$ cat config.mk
export PLATFORM = sky130hd
export DESIGN_NAME = ddr_axi_arbiter_flat
export DESIGN_NICKNAME = d
export VERILOG_FILES = /design/src/rtl/ddr_axi_arbiter_pkg.sv /design/src/rtl/ddr_axi_arbiter_if.sv /design/src/rtl/ddr_axi_arbiter.sv /design/src/flat_wrapper.sv
export SDC_FILE = /design/constraint.sdc
export NUM_CORES = 1
export LEC_CHECK = 0
export ABC_AREA = 1
export BUFFER_PORTS_ARGS = -buffer_cell sky130_fd_sc_hd__buf_2
export CAP_MARGIN = 20
export CORE_AREA = 2 2 565 567
export CTS_CLUSTER_SIZE = 20
export DETAILED_ROUTE_END_ITERATION = 8
export DIE_AREA = 0 0 567 569
export MAX_ROUTING_LAYER = met4
export PLACE_DENSITY = 0.3
export SLEW_MARGIN = 10
export SYNTH_ARGS = -nofsm -noshare
export SYNTH_HDL_FRONTEND = slang
export SYNTH_SLANG_ARGS = --single-unit
export TNS_END_PERCENT = 1
$ cat constraint.sdc
create_clock -name core_clk -period 2.1 [get_ports core_clk]
set_input_delay 0.42 -clock core_clk [delete_from_list [all_inputs] [get_ports core_clk]]
set_output_delay 0.42 -clock core_clk [all_outputs]
set_load 0.05 [all_outputs]
$ cat src/rtl/ddr_axi_arbiter_pkg.sv
// ddr_arb_pkg: shared state encodings, widths and winner selection for ddr_axi_arbiter.
// DDR_ARB_FIXED_PRIO_EN switches winner selection from round-robin to fixed priority for port 0.
package ddr_arb_pkg;
  localparam int CTRL_ADDR_WIDTH = 28;
  localparam int MEM_DQ_WIDTH    = 32;
  localparam int AXI_DW          = MEM_DQ_WIDTH * 8;
  localparam int NUM_PORTS       = 2;
  typedef enum logic [4:0] {
    S_IDLE       = 5'b00001,
    S_WAIT_WA    = 5'b00010,
    S_WRITE_DATA = 5'b00100,
    S_WAIT_RA    = 5'b01000,
    S_READ_DATA  = 5'b10000
  } state_e;
`ifdef DDR_ARB_FIXED_PRIO_EN
  function automatic logic [NUM_PORTS-1:0] pick_winner(input logic [NUM_PORTS-1:0] v);
    return v[0] ? 2'b01 : v;
  endfunction
`else
  // On a tie the port that did not own the previous burst wins.
  function automatic logic [NUM_PORTS-1:0] pick_winner(input logic [NUM_PORTS-1:0] v, input logic last);
    return &v ? (last ? 2'b01 : 2'b10) : v;
  endfunction
`endif
endpackage

$ cat src/rtl/ddr_axi_arbiter_if.sv
// ddr_axi_arbiter_if: client command/data ports plus the DDR controller AXI port.
interface ddr_axi_arbiter_if;
  import ddr_arb_pkg::*;
  logic                       p0_cmd_valid, p0_cmd_ready, p0_cmd_wr;
  logic [CTRL_ADDR_WIDTH-1:0] p0_cmd_addr;
  logic [3:0]                 p0_cmd_len;
  logic [AXI_DW-1:0]          p0_wr_data;
  logic                       p0_wr_req, p0_rd_valid, p0_rd_last;
  logic                       p1_cmd_valid, p1_cmd_ready, p1_cmd_wr;
  logic [CTRL_ADDR_WIDTH-1:0] p1_cmd_addr;
  logic [3:0]                 p1_cmd_len;
  logic [AXI_DW-1:0]          p1_wr_data;
  logic                       p1_wr_req, p1_rd_valid, p1_rd_last;
  logic [AXI_DW-1:0]          rd_data;
  logic [NUM_PORTS-1:0]       grant;
  logic [CTRL_ADDR_WIDTH-1:0] axi_awaddr, axi_araddr;
  logic [3:0]                 axi_awlen, axi_arlen;
  logic                       axi_awvalid, axi_awready, axi_arvalid, axi_arready;
  logic [AXI_DW-1:0]          axi_wdata, axi_rdata;
  logic                       axi_wready, axi_wusero_last, axi_rlast, axi_rvalid;
  modport master (
    input  p0_cmd_valid, p0_cmd_wr, p0_cmd_addr, p0_cmd_len, p0_wr_data,
    input  p1_cmd_valid, p1_cmd_wr, p1_cmd_addr, p1_cmd_len, p1_wr_data,
    output p0_cmd_ready, p0_wr_req, p0_rd_valid, p0_rd_last,
    output p1_cmd_ready, p1_wr_req, p1_rd_valid, p1_rd_last,
    output rd_data, grant,
    output axi_awaddr, axi_awlen, axi_awvalid, axi_wdata, axi_araddr, axi_arlen, axi_arvalid,
    input  axi_awready, axi_wready, axi_wusero_last, axi_arready, axi_rdata, axi_rlast, axi_rvalid
  );
  modport slave (
    output p0_cmd_valid, p0_cmd_wr, p0_cmd_addr, p0_cmd_len, p0_wr_data,
    output p1_cmd_valid, p1_cmd_wr, p1_cmd_addr, p1_cmd_len, p1_wr_data,
    input  p0_cmd_ready, p0_wr_req, p0_rd_valid, p0_rd_last,
    input  p1_cmd_ready, p1_wr_req, p1_rd_valid, p1_rd_last,
    input  rd_data, grant,
    input  axi_awaddr, axi_awlen, axi_awvalid, axi_wdata, axi_araddr, axi_arlen, axi_arvalid,
    output axi_awready, axi_wready, axi_wusero_last, axi_arready, axi_rdata, axi_rlast, axi_rvalid
  );
endinterface

$ cat src/rtl/ddr_axi_arbiter.sv
// ddr_axi_arbiter: shares one DDR AXI port between two single-burst clients.
// DDR_ARB_FIXED_PRIO_EN: port 0 wins ties, and a simulation check compares beats against len+1.
module ddr_axi_arbiter
  import ddr_arb_pkg::*;
(
  input logic               core_clk,
  input logic               core_clk_rst_n,
  input logic               ddr_init_done,
  ddr_axi_arbiter_if.master bus
);
  state_e                     state_q;
  logic [NUM_PORTS-1:0]       grant_q, cmd_valid, pick;
  logic [CTRL_ADDR_WIDTH-1:0] addr_q, cmd_addr;
  logic [3:0]                 len_q, cmd_len;
  logic                       awvalid_q, arvalid_q;
  logic                       accept, cmd_wr, wr_beat, rd_beat, wr_done, rd_done;
  assign cmd_valid = {bus.p1_cmd_valid, bus.p0_cmd_valid};
`ifdef DDR_ARB_FIXED_PRIO_EN
  assign pick = pick_winner(cmd_valid);
`else
  logic last_grant_q;
  assign pick = pick_winner(cmd_valid, last_grant_q);
`endif
  assign accept   = state_q == S_IDLE && ddr_init_done && |cmd_valid;
  assign cmd_wr   = pick[1] ? bus.p1_cmd_wr   : bus.p0_cmd_wr;
  assign cmd_addr = pick[1] ? bus.p1_cmd_addr : bus.p0_cmd_addr;
  assign cmd_len  = pick[1] ? bus.p1_cmd_len  : bus.p0_cmd_len;
  assign wr_beat  = state_q == S_WRITE_DATA && bus.axi_wready;
  assign rd_beat  = state_q == S_READ_DATA && bus.axi_rvalid;
  assign wr_done  = wr_beat && bus.axi_wusero_last;
  assign rd_done  = rd_beat && bus.axi_rlast;
  assign bus.p0_cmd_ready = accept && pick[0];
  assign bus.p1_cmd_ready = accept && pick[1];
  assign bus.p0_wr_req    = wr_beat && grant_q[0];
  assign bus.p1_wr_req    = wr_beat && grant_q[1];
  assign bus.p0_rd_valid  = rd_beat && grant_q[0];
  assign bus.p1_rd_valid  = rd_beat && grant_q[1];
  assign bus.p0_rd_last   = bus.p0_rd_valid && bus.axi_rlast;
  assign bus.p1_rd_last   = bus.p1_rd_valid && bus.axi_rlast;
  assign bus.axi_wdata    = grant_q[1] ? bus.p1_wr_data : bus.p0_wr_data;
  assign bus.rd_data      = bus.axi_rdata;
  assign bus.grant        = grant_q;
  assign bus.axi_awaddr   = addr_q;
  assign bus.axi_awlen    = len_q;
  assign bus.axi_awvalid  = awvalid_q;
  assign bus.axi_araddr   = addr_q;
  assign bus.axi_arlen    = len_q;
  assign bus.axi_arvalid  = arvalid_q;
  always_ff @(posedge core_clk or negedge core_clk_rst_n) begin
    if (!core_clk_rst_n) begin
      state_q      <= S_IDLE;
      grant_q      <= '0;
      addr_q       <= '0;
      len_q        <= 4'hf;
      awvalid_q    <= 1'b0;
      arvalid_q    <= 1'b0;
`ifndef DDR_ARB_FIXED_PRIO_EN
      last_grant_q <= 1'b1;
`endif
    end else begin
      case (state_q)
        S_IDLE: if (accept) begin
          state_q   <= cmd_wr ? S_WAIT_WA : S_WAIT_RA;
          grant_q   <= pick;
          addr_q    <= cmd_addr;
          len_q     <= cmd_len;
          awvalid_q <= cmd_wr;
          arvalid_q <= !cmd_wr;
        end
        S_WAIT_WA: if (bus.axi_awready) begin
          state_q   <= S_WRITE_DATA;
          awvalid_q <= 1'b0;
        end
        S_WAIT_RA: if (bus.axi_arready) begin
          state_q   <= S_READ_DATA;
          arvalid_q <= 1'b0;
        end
        S_WRITE_DATA, S_READ_DATA: if (wr_done || rd_done) begin
          state_q      <= S_IDLE;
          grant_q      <= '0;
`ifndef DDR_ARB_FIXED_PRIO_EN
          last_grant_q <= grant_q[1];
`endif
        end
        default: state_q <= S_IDLE;
      endcase
    end
  end
`ifdef DDR_ARB_FIXED_PRIO_EN
  logic [4:0] beat_cnt_q;
  always_ff @(posedge core_clk or negedge core_clk_rst_n) begin
    if (!core_clk_rst_n) beat_cnt_q <= '0;
    else if (accept) beat_cnt_q <= '0;
    else if (wr_beat || rd_beat) beat_cnt_q <= beat_cnt_q + 5'd1;
  end
  // beat_cnt_q excludes the final beat, so a correct burst ends with beat_cnt_q == len.
  always_ff @(posedge core_clk) begin
    if (core_clk_rst_n && (wr_done || rd_done))
      assert (beat_cnt_q == {1'b0, len_q})
      else $error("ddr_axi_arbiter: burst ended after %0d beats, len %0d", beat_cnt_q + 5'd1, len_q);
  end
`endif
endmodule
$ cat src/flat_wrapper.sv
// flat-port wrapper written by rule: the top's interface ports become plain ports
module ddr_axi_arbiter_flat import ddr_arb_pkg::*;
  (core_clk, core_clk_rst_n, ddr_init_done, bus_p0_cmd_valid, bus_p0_cmd_wr, bus_p0_cmd_addr, bus_p0_cmd_len, bus_p0_wr_data, bus_p1_cmd_valid, bus_p1_cmd_wr, bus_p1_cmd_addr, bus_p1_cmd_len, bus_p1_wr_data, bus_p0_cmd_ready, bus_p0_wr_req, bus_p0_rd_valid, bus_p0_rd_last, bus_p1_cmd_ready, bus_p1_wr_req, bus_p1_rd_valid, bus_p1_rd_last, bus_rd_data, bus_grant, bus_axi_awaddr, bus_axi_awlen, bus_axi_awvalid, bus_axi_wdata, bus_axi_araddr, bus_axi_arlen, bus_axi_arvalid, bus_axi_awready, bus_axi_wready, bus_axi_wusero_last, bus_axi_arready, bus_axi_rdata, bus_axi_rlast, bus_axi_rvalid);
  ddr_axi_arbiter_if bus_i ();
  input logic core_clk;
  input logic core_clk_rst_n;
  input logic ddr_init_done;
  input wire logic [$bits(bus_i.p0_cmd_valid)-1:0] bus_p0_cmd_valid;
  input wire logic [$bits(bus_i.p0_cmd_wr)-1:0] bus_p0_cmd_wr;
  input wire logic [$bits(bus_i.p0_cmd_addr)-1:0] bus_p0_cmd_addr;
  input wire logic [$bits(bus_i.p0_cmd_len)-1:0] bus_p0_cmd_len;
  input wire logic [$bits(bus_i.p0_wr_data)-1:0] bus_p0_wr_data;
  input wire logic [$bits(bus_i.p1_cmd_valid)-1:0] bus_p1_cmd_valid;
  input wire logic [$bits(bus_i.p1_cmd_wr)-1:0] bus_p1_cmd_wr;
  input wire logic [$bits(bus_i.p1_cmd_addr)-1:0] bus_p1_cmd_addr;
  input wire logic [$bits(bus_i.p1_cmd_len)-1:0] bus_p1_cmd_len;
  input wire logic [$bits(bus_i.p1_wr_data)-1:0] bus_p1_wr_data;
  output wire logic [$bits(bus_i.p0_cmd_ready)-1:0] bus_p0_cmd_ready;
  output wire logic [$bits(bus_i.p0_wr_req)-1:0] bus_p0_wr_req;
  output wire logic [$bits(bus_i.p0_rd_valid)-1:0] bus_p0_rd_valid;
  output wire logic [$bits(bus_i.p0_rd_last)-1:0] bus_p0_rd_last;
  output wire logic [$bits(bus_i.p1_cmd_ready)-1:0] bus_p1_cmd_ready;
  output wire logic [$bits(bus_i.p1_wr_req)-1:0] bus_p1_wr_req;
  output wire logic [$bits(bus_i.p1_rd_valid)-1:0] bus_p1_rd_valid;
  output wire logic [$bits(bus_i.p1_rd_last)-1:0] bus_p1_rd_last;
  output wire logic [$bits(bus_i.rd_data)-1:0] bus_rd_data;
  output wire logic [$bits(bus_i.grant)-1:0] bus_grant;
  output wire logic [$bits(bus_i.axi_awaddr)-1:0] bus_axi_awaddr;
  output wire logic [$bits(bus_i.axi_awlen)-1:0] bus_axi_awlen;
  output wire logic [$bits(bus_i.axi_awvalid)-1:0] bus_axi_awvalid;
  output wire logic [$bits(bus_i.axi_wdata)-1:0] bus_axi_wdata;
  output wire logic [$bits(bus_i.axi_araddr)-1:0] bus_axi_araddr;
  output wire logic [$bits(bus_i.axi_arlen)-1:0] bus_axi_arlen;
  output wire logic [$bits(bus_i.axi_arvalid)-1:0] bus_axi_arvalid;
  input wire logic [$bits(bus_i.axi_awready)-1:0] bus_axi_awready;
  input wire logic [$bits(bus_i.axi_wready)-1:0] bus_axi_wready;
  input wire logic [$bits(bus_i.axi_wusero_last)-1:0] bus_axi_wusero_last;
  input wire logic [$bits(bus_i.axi_arready)-1:0] bus_axi_arready;
  input wire logic [$bits(bus_i.axi_rdata)-1:0] bus_axi_rdata;
  input wire logic [$bits(bus_i.axi_rlast)-1:0] bus_axi_rlast;
  input wire logic [$bits(bus_i.axi_rvalid)-1:0] bus_axi_rvalid;
  assign bus_i.p0_cmd_valid = bus_p0_cmd_valid;
  assign bus_i.p0_cmd_wr = bus_p0_cmd_wr;
  assign bus_i.p0_cmd_addr = bus_p0_cmd_addr;
  assign bus_i.p0_cmd_len = bus_p0_cmd_len;
  assign bus_i.p0_wr_data = bus_p0_wr_data;
  assign bus_i.p1_cmd_valid = bus_p1_cmd_valid;
  assign bus_i.p1_cmd_wr = bus_p1_cmd_wr;
  assign bus_i.p1_cmd_addr = bus_p1_cmd_addr;
  assign bus_i.p1_cmd_len = bus_p1_cmd_len;
  assign bus_i.p1_wr_data = bus_p1_wr_data;
  assign bus_p0_cmd_ready = bus_i.p0_cmd_ready;
  assign bus_p0_wr_req = bus_i.p0_wr_req;
  assign bus_p0_rd_valid = bus_i.p0_rd_valid;
  assign bus_p0_rd_last = bus_i.p0_rd_last;
  assign bus_p1_cmd_ready = bus_i.p1_cmd_ready;
  assign bus_p1_wr_req = bus_i.p1_wr_req;
  assign bus_p1_rd_valid = bus_i.p1_rd_valid;
  assign bus_p1_rd_last = bus_i.p1_rd_last;
  assign bus_rd_data = bus_i.rd_data;
  assign bus_grant = bus_i.grant;
  assign bus_axi_awaddr = bus_i.axi_awaddr;
  assign bus_axi_awlen = bus_i.axi_awlen;
  assign bus_axi_awvalid = bus_i.axi_awvalid;
  assign bus_axi_wdata = bus_i.axi_wdata;
  assign bus_axi_araddr = bus_i.axi_araddr;
  assign bus_axi_arlen = bus_i.axi_arlen;
  assign bus_axi_arvalid = bus_i.axi_arvalid;
  assign bus_i.axi_awready = bus_axi_awready;
  assign bus_i.axi_wready = bus_axi_wready;
  assign bus_i.axi_wusero_last = bus_axi_wusero_last;
  assign bus_i.axi_arready = bus_axi_arready;
  assign bus_i.axi_rdata = bus_axi_rdata;
  assign bus_i.axi_rlast = bus_axi_rlast;
  assign bus_i.axi_rvalid = bus_axi_rvalid;
  ddr_axi_arbiter u_core (.core_clk(core_clk), .core_clk_rst_n(core_clk_rst_n), .ddr_init_done(ddr_init_done), .bus(bus_i));
endmodule
# --- Word-level counts from Yosys, hierarchy flattened ---
# Cells that the tools add are included.
word_totals:
  reg_bits: 42
  output_inout_bits: 588
  inputBits: 845
  wordCells: 65
classes:
  n_reduce_logical: 28
  muxes: 21
  eq_ne: 9
ops:
  columns: ["op", "n"]
  rows:
  - ["256-bit 2-to-1 mux", 1]
  - ["28-bit 2-to-1 mux", 1]
  - ["5-bit 2-to-1 mux", 4]
  - ["5-bit case mux with 4 select lines", 1]
  - ["1-bit logical AND", 14]
  - ["3-bit AND reduction", 3]
  - ["2-bit 2-to-1 mux", 4]
  - ["4-bit 2-to-1 mux", 2]
  - ["2-bit AND reduction", 3]
  - ["2-bit nonzero test", 3]
  - ["5-bit by 1-bit == test with 1-bit output (second input constant)", 1]
  - ["5-bit by 2-bit == test with 1-bit output (second input constant)", 1]
  - ["5-bit by 3-bit == test with 1-bit output (second input constant)", 1]
  - ["5-bit by 4-bit == test with 1-bit output (second input constant)", 1]
  - ["5-bit == test (second input constant)", 1]
  - ["1-bit 2-to-1 mux", 5]
  - ["2-bit by 1-bit != test with 1-bit output (second input constant)", 2]
  - ["2-bit != test (second input constant)", 2]
  - ["1-bit case mux with 2 select lines", 2]
  - ["2-bit case mux with 2 select lines", 1]
  - ["4-bit AND reduction", 1]
  - ["2-bit OR reduction", 2]
  - ["1-bit logical NOT", 1]
  - ["1-bit logical OR", 1]

# --- Longest topological paths before layout ---
# Gate-level depths: netlist of the first run.
depth:
  depth_word: 6
  ltp_mapped: 9
  ltp_nobuf: 9

# --- Worst setup path before layout of the first run ---
# No wires, ideal clock.
synth_path:
  path_kind: "register -> output"
  start: "register u_core.grant_q[1] (netlist: u_core.bus.grant[1])"
  end: "output port bus_axi_wdata[100]"
  t_required_ns: 1.680
  n_path_buf: 3
  setup_slack_ns: -0.132
  arrival_ns: 1.812
  path_stages_with_launch: 6
  path_cell_list: "dfrtp_1 buf_2 clkbuf_1 clkbuf_1 nand2_1 nand2_1"
synth_via:
  elab_chain_cells: 1
synth_rtl:
  columns: ["element", "line_no", "rtl"]
  rows:
  - ["start, declared", "ddr_axi_arbiter.sv:12", "logic [NUM_PORTS-1:0] grant_q, cmd_valid, pick;"]
  - ["start signal, assigned", "ddr_axi_arbiter.sv:64", "grant_q <= pick;"]
  - ["256-bit 2-to-1 mux", "ddr_axi_arbiter.sv:40", "assign bus.axi_wdata = grant_q[1] ? bus.p1_wr_data : bus.p0_wr_data;"]
  - ["end, declared", "flat_wrapper.sv:31", "output wire logic [$bits(bus_i.axi_wdata)-1:0] bus_axi_wdata;"]
# Every way passes these cells.

# --- Worst setup path after layout of the first run ---
layout_path:
  start: "register u_core.grant_q[1] (netlist: u_core.bus.grant[1])"
  end: "output port bus_axi_wdata[177]"
# The elaborated chain is that of the path after synthesis.

==> results of run 1 <==
layer usage:
layer / part of all wire (%) / track usage (%) / vias to the layer above
met3: 25 / 14.97 / 396
met4: 4.4 / 4.635 / 0
met1: 28 / 11.33 / 5652
met5: 0 / - / -
li1: - / - / 5526
met2: 43 / 20.60 / 1566
Yosys cell counts, drive strengths merged:
master	count	area, um^2
buf	308	2272
nand4	2	12.51
nand3	13	75.07
dfrtp	36	900.9
inv	21	78.83
nor2	53	216.5
clkbuf	54	202.7
o31ai	32	280.3
dfstp	6	157.7
o21ai	3	15.01
nand2	838	3148
a21oi	34	170.2
nor3	1	5.000
critical path: cells and delay by family (launching register included):
family,cells,cell delay [ps]
flops,1,560
simple gates,2,250
buf+inv,4,690
sequential cells by signal, indices dropped and copies added (netlist names):
signal / flops
u_core.last_grant_q: 1
u_core.bus.axi_arvalid: 1
u_core.bus.axi_arlen: 4
u_core.bus.axi_araddr: 28
u_core.bus.axi_awvalid: 1
u_core.bus.grant: 2
u_core.state_q: 5
cell families (layout without fill, tap and decap cells):
logic type,Yosys count,count (layout),synth area share [%]
DFF,42,42,14.05
and+or+nand+nor,907,907,45.88
AOI/OAI and AO/OA,69,69,6.177
other,0,198,0
buffers and inverters,383,1029,33.89
metrics by stage:
stage | total power (W) | TNS, ps
finish | 0.02610 | -23110
global placement | 0.02353 | -3353
CTS | 0.02616 | -48320
detailed placement | 0.02346 | -3079
global route | 0.02723 | -42430
floorplan | 0.01338 | -5860
what timing repair did:
item	in CTS	in global routing
endpoints found under the hold margin	0	0
cloned	5	1
endpoints found under the setup margin	262	263
resized for setup	369	139
buffers inserted	1	7
pin swaps	24	26
final timing paths:
path	start	to	slack (ps)	cells past startpoint
worst max-delay path	u_core.bus.grant[1]	bus_axi_wdata[177]	-210	6
min in group core_clk	bus_p0_cmd_len[2]	u_core.bus.axi_arlen[2]	390	3
worst min register to register	u_core.bus.axi_awvalid	u_core.bus.axi_awvalid	480	2
max in group asynchronous	core_clk_rst_n	u_core.last_grant_q	1670	2
worst max register to register	u_core.state_q[1]	u_core.state_q[4]	460	10
worst min-delay path	core_clk_rst_n	u_core.bus.grant[1]	60	2
cell type report:
type,instances,area [um^2]
diodes,198,495.5
clock buffers,6,128.9
well taps,4180,5230
flip-flops and latches,42,1062
multi-input cells,976,4982
fillers,37479,295300
repair buffers,1000,9375
clock inverters,2,37.54
inverters,21,105.1
power by group:
part           switching [W]  internal, W
clock network       0.000449     0.000567
logic                 0.0155      0.00794
registers           0.000384      0.00123
==> impl_metrics.env, run 1 <==
export IMPL_grt_usage_pct=13.92
export IMPL_synth_area_mm2=0.007535
export IMPL_drc=0
export IMPL_floorplan_initialDensity_pct=2.379
export IMPL_final_common_cell="buf_2"
export IMPL_synthCells=1401
export IMPL_clk_latency_ps=320
export IMPL_pre_cts_ws_ps=-292.9
export IMPL_cts_buffers=5
export IMPL_power_density_mw_per_mm2=1219
export IMPL_ys_types=22
export IMPL_timing_final_hold_violations=0
export IMPL_slowest_delay_ps=560
export IMPL_io_pins=1433
export IMPL_viasPerCell=2.045
export IMPL_worst_setup_path_end_kind="primary output"
export IMPL_slowest_stage="dfrtp_4"
export IMPL_drive_gt1_share_pct=64.53
export IMPL_wire_per_inst_um=35.44
export IMPL_cts_tree="done"
export IMPL_ys_seq_area_share_pct=14.05
export IMPL_antenna_found_initial=283
export IMPL_final_nets=2891
export IMPL_worstSetupPathType="flop to primary output"
export IMPL_syn_mean_instance_area_um2=5.378
export IMPL_status="complete, but fails checks"
export IMPL_clock_path_buffers=2
export IMPL_crit_chain="clkinv_16 -> buf_16 -> buf_12 -> nand2_2 -> nand2_2 -> buf_12"
export IMPL_leakage_nw=9.030
export IMPL_root_buffer="clkbuf_16"
export IMPL_final_cells=6425
export IMPL_layout_common_cells="656 x buf_2, 556 x nand2_1, 238 x nand2_2, 236 x buf_12, 59 x buf_6"
export IMPL_dieArea_mm2=0.3226
export IMPL_placed_area_mm2=0.01887
export IMPL_ctsHtreeMaxLevel=2
export IMPL_dieWidth_um=567
export IMPL_rsz0062_at_grt="true"
export IMPL_start_kind="flop"
export IMPL_setup_ws_ps=-207.5
export IMPL_holdBufCountCts=0
export IMPL_vias=13140
export IMPL_drv_cap=0
export IMPL_syn_to_final_growth_pct=184.2
export IMPL_ir_drop_mv=0.9503
export IMPL_die_y_um=569
export IMPL_maxSlewHeadroom_pct=72.62
export IMPL_fin_crit_sh_pct=109.9
export IMPL_violations="negative setup slack"
export IMPL_grt_start_max_net_pins=67
export IMPL_dr_pass1_iters=5
export IMPL_gr_total_overflow=0
export IMPL_crit_arrival_ps=1890
export IMPL_post_route_util_pct=6.761
export IMPL_hold_slack_ps=64.53
export IMPL_worst_slew_pin_slew_ps=407.6
export IMPL_path_clk_slew_ps=100
export IMPL_fmax_mhz=433.4
export IMPL_fin_area_mm2=0.02142
export IMPL_hpwl_um=214300
export IMPL_ant_nets=0
export IMPL_required_ps=1680
export IMPL_path_max_fanout=21
export IMPL_yosysWarnings=0
export IMPL_grt_pass1_wl_um=255000
export IMPL_post_route_min_period_ps=2308
export IMPL_drv_slew=0
export IMPL_core_area_mm2=0.3168
export IMPL_synth_nets=2246
export IMPL_cts_sinks=42
export IMPL_drt_iter0_markers=766
export IMPL_rows=207
export IMPL_port_buffers=920
export IMPL_grt_pass1_vias=12242
export IMPL_totalWireLength_um=227700
export IMPL_dp_cells=6205
export IMPL_setup_viol=232
export IMPL_synth_seq_cells=42
export IMPL_worst_clock_skew_ps=27.63
export IMPL_hp_class="primary input to async pin"
export IMPL_gp_congestion=0.8991
(Power assumes the default switching activity.)
==> run 2: changes to the inputs <==
Settings changed: ABC_AREA 1 to unset.
==> run 2 against run 1 <==
- the run still ends with negative setup slack left
- clock power down 11%
- clock skew decreased by 6.5 ps
- first-iteration DRC count shrank 24%
- fmax shrank 3.8%
- wire length decreased by 1.2%
- final cell count down 9.5%
- die area stayed put
- non-clock buffer count decreased by 14
- worst setup slack got worse by 91 ps
- synthesized cell count fell by 45%
- sequential power rose by 32%
- critical path type unchanged
- largest cell class unchanged
==> impl_metrics.env, run 2 <==
export IMPL_cts_sinks=42
export IMPL_cts_tree="done"
export IMPL_gp_congestion=0.9956
export IMPL_start_kind="flop"
export IMPL_synth_top_family_by_area="multiplexers"
export IMPL_hpwl_um=215300
export IMPL_fin_area_mm2=0.01826
export IMPL_setup_viol=260
export IMPL_fin_tns_setup_ps=-56740
export IMPL_drc=0
export IMPL_hp_class="primary input to async pin"
export IMPL_worst_slew_pin_slew_ps=655.2
export IMPL_leakage_nw=6.793
export IMPL_dr_pass1_iters=5
export IMPL_seqPwrFrac_pct=8.3
export IMPL_internal_power_w=0.009169
export IMPL_switching_share_pct=64.37
export IMPL_status="complete, but fails checks"
export IMPL_synth_ff_type="dfrtp_1"
export IMPL_final_cells=5812
export IMPL_totalWireLength_um=225000
export IMPL_syn_mean_instance_area_um2=9.406
export IMPL_placed_area_mm2=0.01624
export IMPL_synth_top_area_share_pct=39.80
export IMPL_syn_to_final_growth_pct=151.2
export IMPL_worst_setup_path_end_kind="primary output"
export IMPL_holdBufCountCts=0
export IMPL_rows=207
export IMPL_ys_seq_area_share_pct=14.56
export IMPL_vias=10599
export IMPL_synth_mux_area_share_pct=44.55
export IMPL_rsz0062_at_grt="true"
export IMPL_crit_arrival_ps=1980
export IMPL_grt_pass1_wl_um=246700
export IMPL_power_switching_w=0.01656
export IMPL_root_buffer="clkbuf_16"
export IMPL_yosysMostFrequentCell="buf_4"
export IMPL_nFillCells=37550
export IMPL_synth_largest_area_cell="mux2_2"
export IMPL_drt_iter0_markers=583
export IMPL_fin_crit_sh_pct=114.2
export IMPL_viasPerCell=1.824
export IMPL_io_pins=1433
export IMPL_grt_start_max_net_pins=43
export IMPL_core_area_mm2=0.3168
export IMPL_drv_slew=0
export IMPL_synth_adder_area_share_pct=0
export IMPL_ant_nets=0
export IMPL_violations="negative setup slack"
export IMPL_layout_common_cells="690 x buf_2, 237 x mux2_2, 162 x buf_6, 73 x buf_12, 44 x buf_4"
export IMPL_synth_common_cells="291 x buf_4, 257 x mux2_2, 39 x nor2_1, 36 x dfrtp_1, 33 x mux2i_1"
export IMPL_multi_input_area_mm2=0.003965
export IMPL_post_route_util_pct=5.765
export IMPL_worstSetupPathType="flop to primary output"
export IMPL_path_clk_slew_ps=90
export IMPL_synth_edf_count=0
export IMPL_die_y_um=569
export IMPL_power_density_mw_per_mm2=1409
export IMPL_synth_xor_area_share_pct=0.1205
export IMPL_r2r_end="u_core.state_q[4]"
export IMPL_synth_nets=1618
export IMPL_clock_path_buffers=2
export IMPL_worstReg2RegStart="u_core.state_q[3]"
export IMPL_synth_area_mm2=0.007271
export IMPL_wire_per_inst_um=38.72
export IMPL_p_total_w=0.02573
export IMPL_dieWidth_um=567
export IMPL_fmax_mhz=416.9
export IMPL_drive_gt1_share_pct=88.47
export IMPL_r2r_cells=5
export IMPL_endpoint="bus_axi_wdata[86]"
export IMPL_port_buffers=920
export IMPL_ys_types=35
export IMPL_synth_area_leaders="mux2_2 40%, buf_4 30%, dfrtp_1 12%"
export IMPL_cp_startpoint="u_core.bus.grant[1]"
export IMPL_synthCells=773
export IMPL_gr_total_overflow=0
export IMPL_seqCellArea_mm2=0.001062
export IMPL_clk_latency_ps=340
export IMPL_synth_seq_cells=42
export IMPL_final_common_cell="buf_2"
export IMPL_synthArstFlopShare_pct=100.0
export IMPL_ctsHtreeMaxLevel=2
export IMPL_synth_compound_area_share_pct=3.838
export IMPL_cts_buffers=5
export IMPL_drv_cap=0
export IMPL_maxSlewHeadroom_pct=55.86
export IMPL_dp_cells=5602
export IMPL_setup_ws_ps=-298.7
export IMPL_rrSetupSlack_ps=50
export IMPL_path_max_fanout=10
export IMPL_p_comb_share_pct=88.2
export IMPL_required_ps=1680
export IMPL_yosysWarnings=0
export IMPL_floorplan_initialDensity_pct=2.295
export IMPL_yosys_area_share_simple_pct=4.509
export IMPL_ir_drop_mv=0.6957
export IMPL_grt_usage_pct=13.75
export IMPL_worst_clock_skew_ps=21.09
export IMPL_final_nets=2284
export IMPL_largest_reg_flops=28
export IMPL_post_route_min_period_ps=2399
export IMPL_grt_pass1_vias=9919
export IMPL_timing_final_hold_violations=0
export IMPL_antenna_found_initial=247
export IMPL_clock_power_share_pct=3.5
export IMPL_dieArea_mm2=0.3226
[run 2: cell count changes after synthesis, moves of 9 or more]
cell      change
clkbuf_1     -42
nand3_1       -9
mux2_2      +257
o31ai_1      -24
nand2_1     -832
nor2_1       -11
mux2i_1      +33
inv_1        -17
[run 2: cells by family after synthesis]
group                     count (synthesis)
buffers and inverters                   329
xor gates and xnor gates                  1
and+or+nand+nor                          63
muxes                                   291
DFF                                      42
AOI/OAI and AO/OA                        47
[run 2: per-layer routing]
layer  track usage [%]  vias up  part of all wire, %
met3             14.28      383                   23
met5                 -        -                    0
met2             18.99     1591                   40
li1                  -     3956                    -
met1             12.65     4669                   33
met4             4.398        0                  3.7
[run 2: power by group through the flow]
| stage | sequential [W] | combinational, W | clock [W] |
|---|---|---|---|
| 2_1_floorplan | 0.00269 | 0.0121 | 0 |
| 3_3_place_gp | 0.00228 | 0.0209 | 0 |
| 3_5_place_dp | 0.00228 | 0.0209 | 0 |
| 4_1_cts | 0.00218 | 0.0228 | 0.000964 |
| 5_1_grt | 0.00218 | 0.0235 | 0.000960 |
| 6_report | 0.00212 | 0.0227 | 0.000904 |
[run 2: area by class of cell]
class	instances	share of cell area, %
Clock buffer	5	0.6852
Clock inverter	3	0.1165
Multi-Input combinational cell	402	21.71
Inverter	2	0.04111
Sequential cell	42	5.817
Timing Repair Buffer	986	40.36
Tap cell	4180	28.64
Antenna cell	192	2.631
[run 2: how the worst min path moves through the flow]
stage	endpoint	depth (start not counted)	startpoint	slack [ps]
after detailed placement	u_core.bus.axi_araddr[19]	2	core_clk_rst_n	440
after floorplan	u_core.bus.axi_araddr[0]	0	core_clk_rst_n	120
after global routing	u_core.bus.axi_araddr[23]	2	core_clk_rst_n	90
after CTS	u_core.bus.axi_araddr[14]	2	core_clk_rst_n	70
final	u_core.bus.axi_araddr[19]	2	core_clk_rst_n	60
after global placement	u_core.state_q[4]	2	core_clk_rst_n	440
[run 2: worst max-delay path: stages, from the launching register on]
cell and delay [ps]:
dfrtp_4 490, buf_16 160, buf_12 160, buf_16 150, buf_12 150, mux2_2 310
buf_6 170
[run 2: repair_timing]
action	4_1_cts	5_1_grt
setup buffers	8	1
endpoints found under the hold margin	0	0
gates resized for setup	308	88
pin swaps	3	2
gates cloned	2	1
setup endpoints to repair	265	264
[run 2: through the flow]
stage	setup slack (ps)	hold slack [ps]
final	-298.7	58.64
after global routing	-335.1	87.28
after CTS	-389.6	73.35
after detailed placement	-350.0	444.5
after global placement	-334.1	443.2
after floorplan	-41.84	124.4
==> run 3: changes to the inputs <==
Settings changed: CELL_PAD_IN_SITES_DETAIL_PLACEMENT set to 1, CELL_PAD_IN_SITES_GLOBAL_PLACEMENT set to 2, CORE_AREA 2 2 565 567 to 2 2 552 554, DIE_AREA 0 0 567 569 to 0 0 554 556, GPL_ROUTABILITY_DRIVEN set to 0, PLACE_DENSITY 0.3 to 0.4, SETUP_SLACK_MARGIN set to 0.3.
==> run 3 against run 2 <==
- the flow still finishes with violations (negative setup slack)
- final area decreased by 0.32%
- non-clock buffer count decreased by 21
- fmax decreased by 1.5%
- worst setup slack got worse by 36 ps
- die area decreased by 4.5%
- critical path depth decreased by 1
- via count decreased by 3.6%
- sequential power decreased by 2%
- largest cell class unchanged
==> impl_metrics.env, run 3 (synthesized netlist as in run 2, its figures left out) <==
export IMPL_status="complete, but fails checks"
export IMPL_violations="negative setup slack"
export IMPL_vias=10215
export IMPL_drive_gt1_share_pct=92.04
export IMPL_largest_reg_flops=28
export IMPL_maxSlewHeadroom_pct=49.19
export IMPL_ctsHtreeMaxLevel=2
export IMPL_setup_viol=256
export IMPL_root_buffer="clkbuf_16"
export IMPL_dieWidth_um=554
export IMPL_viasPerCell=1.847
export IMPL_hpwl_um=196500
export IMPL_path_clk_slew_ps=70
export IMPL_switching_share_pct=62.97
export IMPL_drv_slew=0
export IMPL_hp_class="primary input to async pin"
export IMPL_leakage_nw=6.849
export IMPL_path_max_fanout=11
export IMPL_io_pins=1433
export IMPL_worst_slew_pin_slew_ps=754.2
export IMPL_crit_arrival_ps=2020
export IMPL_core_area_mm2=0.3020
export IMPL_rsz0062_at_grt="true"
export IMPL_nFillCells=36135
export IMPL_internal_power_w=0.009580
export IMPL_floorplan_initialDensity_pct=2.407
export IMPL_die_y_um=556
export IMPL_ir_drop_mv=0.6574
export IMPL_grt_pass1_wl_um=229600
export IMPL_cts_buffers=5
export IMPL_totalWireLength_um=207200
export IMPL_clk_latency_ps=300
export IMPL_layout_common_cells="707 x buf_2, 226 x mux2_2, 110 x buf_12, 81 x buf_6, 54 x buf_4"
export IMPL_final_nets=2263
export IMPL_ant_nets=0
export IMPL_r2r_end="u_core.bus.axi_arlen[3]"
export IMPL_start_kind="flop"
export IMPL_power_switching_w=0.01629
export IMPL_clock_power_share_pct=4.2
export IMPL_rrSetupSlack_ps=-10
export IMPL_cts_tree="done"
export IMPL_seqPwrFrac_pct=8.0
export IMPL_r2r_cells=5
export IMPL_post_route_min_period_ps=2435
export IMPL_drt_iter0_markers=487
export IMPL_clock_path_buffers=2
export IMPL_p_comb_share_pct=87.8
export IMPL_timing_final_hold_violations=0
export IMPL_dieArea_mm2=0.3080
export IMPL_syn_to_final_growth_pct=150.4
export IMPL_grt_usage_pct=13.23
export IMPL_cts_sinks=42
export IMPL_drc=0
export IMPL_drv_cap=0
export IMPL_worstReg2RegStart="u_core.state_q[1]"
export IMPL_worst_clock_skew_ps=12.69
export IMPL_setup_ws_ps=-335.0
export IMPL_gr_total_overflow=0
export IMPL_power_density_mw_per_mm2=1421
export IMPL_port_buffers=920
export IMPL_worstSetupPathType="flop to primary output"
export IMPL_grt_start_max_net_pins=65
export IMPL_dr_pass1_iters=4
export IMPL_wire_per_inst_um=37.47
export IMPL_fmax_mhz=410.7
export IMPL_rows=202
export IMPL_hold_slack_ps=88.10
export IMPL_required_ps=1680
export IMPL_grt_pass1_vias=10132
export IMPL_antenna_found_initial=209
export IMPL_fin_crit_sh_pct=116.0
export IMPL_post_route_util_pct=6.027
export IMPL_final_common_cell="buf_2"
export IMPL_worst_setup_path_end_kind="primary output"
[run 3: changes by cell type in the layout (fill, tap and decap cells not counted), moves of 10 or more]
cell,delta
buf_4,+10
mux2_2,-11
buf_6,-81
nor2_1,-24
buf_2,+17
a21oi_1,-25
a21oi_2,+25
nor2_4,+26
diode_2,-59
mux2_4,+11
buf_12,+37
[run 3: power by group through the flow]
stage               combinational (W)  clock, W  sequential [W]
detailed placement             0.0214         0         0.00199
floorplan                      0.0122         0         0.00269
CTS                            0.0232   0.00115         0.00210
finish                         0.0227   0.00109         0.00207
global route                   0.0236   0.00116         0.00213
global placement               0.0213         0         0.00199
[run 3: critical path, stage by stage (launching register included)]
cell and delay (ps):
dfrtp_4 490, buf_12 150, buf_16 150, buf_4 270, mux2_2 260, buf_2 270
[run 3: worst max-delay path by stage]
stage                              from                 end  slack, ps  depth (start not counted)
floorplan           u_core.bus.grant[1]  bus_axi_wdata[140]        110                          4
global placement    u_core.bus.grant[1]   bus_axi_wdata[25]        -30                          4
detailed placement  u_core.bus.grant[1]   bus_axi_wdata[25]        -60                          4
CTS                 u_core.bus.grant[1]  bus_axi_wdata[141]       -350                          5
global route        u_core.bus.grant[1]   bus_axi_wdata[58]       -350                          5
finish              u_core.bus.grant[1]  bus_axi_wdata[152]       -340                          5
[run 3: area by class of cell]
class | instances | area (um^2) | area share, %
diodes | 133 | 332.8 | 1.828
multi-input cells | 402 | 4293 | 23.58
clock inverters | 2 | 60.06 | 0.3299
well taps | 3978 | 4977 | 27.34
inverters | 2 | 7.507 | 0.04124
clock buffers | 6 | 138.9 | 0.7629
repair buffers | 965 | 7328 | 40.26
flip-flops and latches | 42 | 1066 | 5.856
[run 3: layer usage]
metal  wire, um  up-vias  global-route usage [%]
met3      54480      260                   14.90
met2      82120     1604                   18.16
met5          0        -                       -
li1           -     3839                       -
met1      65880     4512                   12.22
met4       4753        0                   2.357
[run 3: through the flow]
step | TNS [ps] | total power [W] | cells | area (um^2) | setup slack (ps)
after floorplan | 0 | 0.01492 | 773 | 7351 | 106.7
after CTS | -61640 | 0.02647 | 5396 | 17750 | -347.8
after global routing | -66690 | 0.02688 | 5525 | 18190 | -350.9
final | -55550 | 0.02587 | 5530 | 18200 | -335.0
after detailed placement | -703.8 | 0.02334 | 5382 | 16480 | -57.36
after global placement | -229.2 | 0.02333 | 5382 | 16480 | -31.27
[run 3: what timing repair did]
action / CTS / global route
endpoints found under the setup margin: 303 / 307
gates cloned: 3 / 1
hold buffers: 0 / 0
buffers inserted: 3 / 0
resized for setup: 284 / 38
pin swaps: 29 / 1
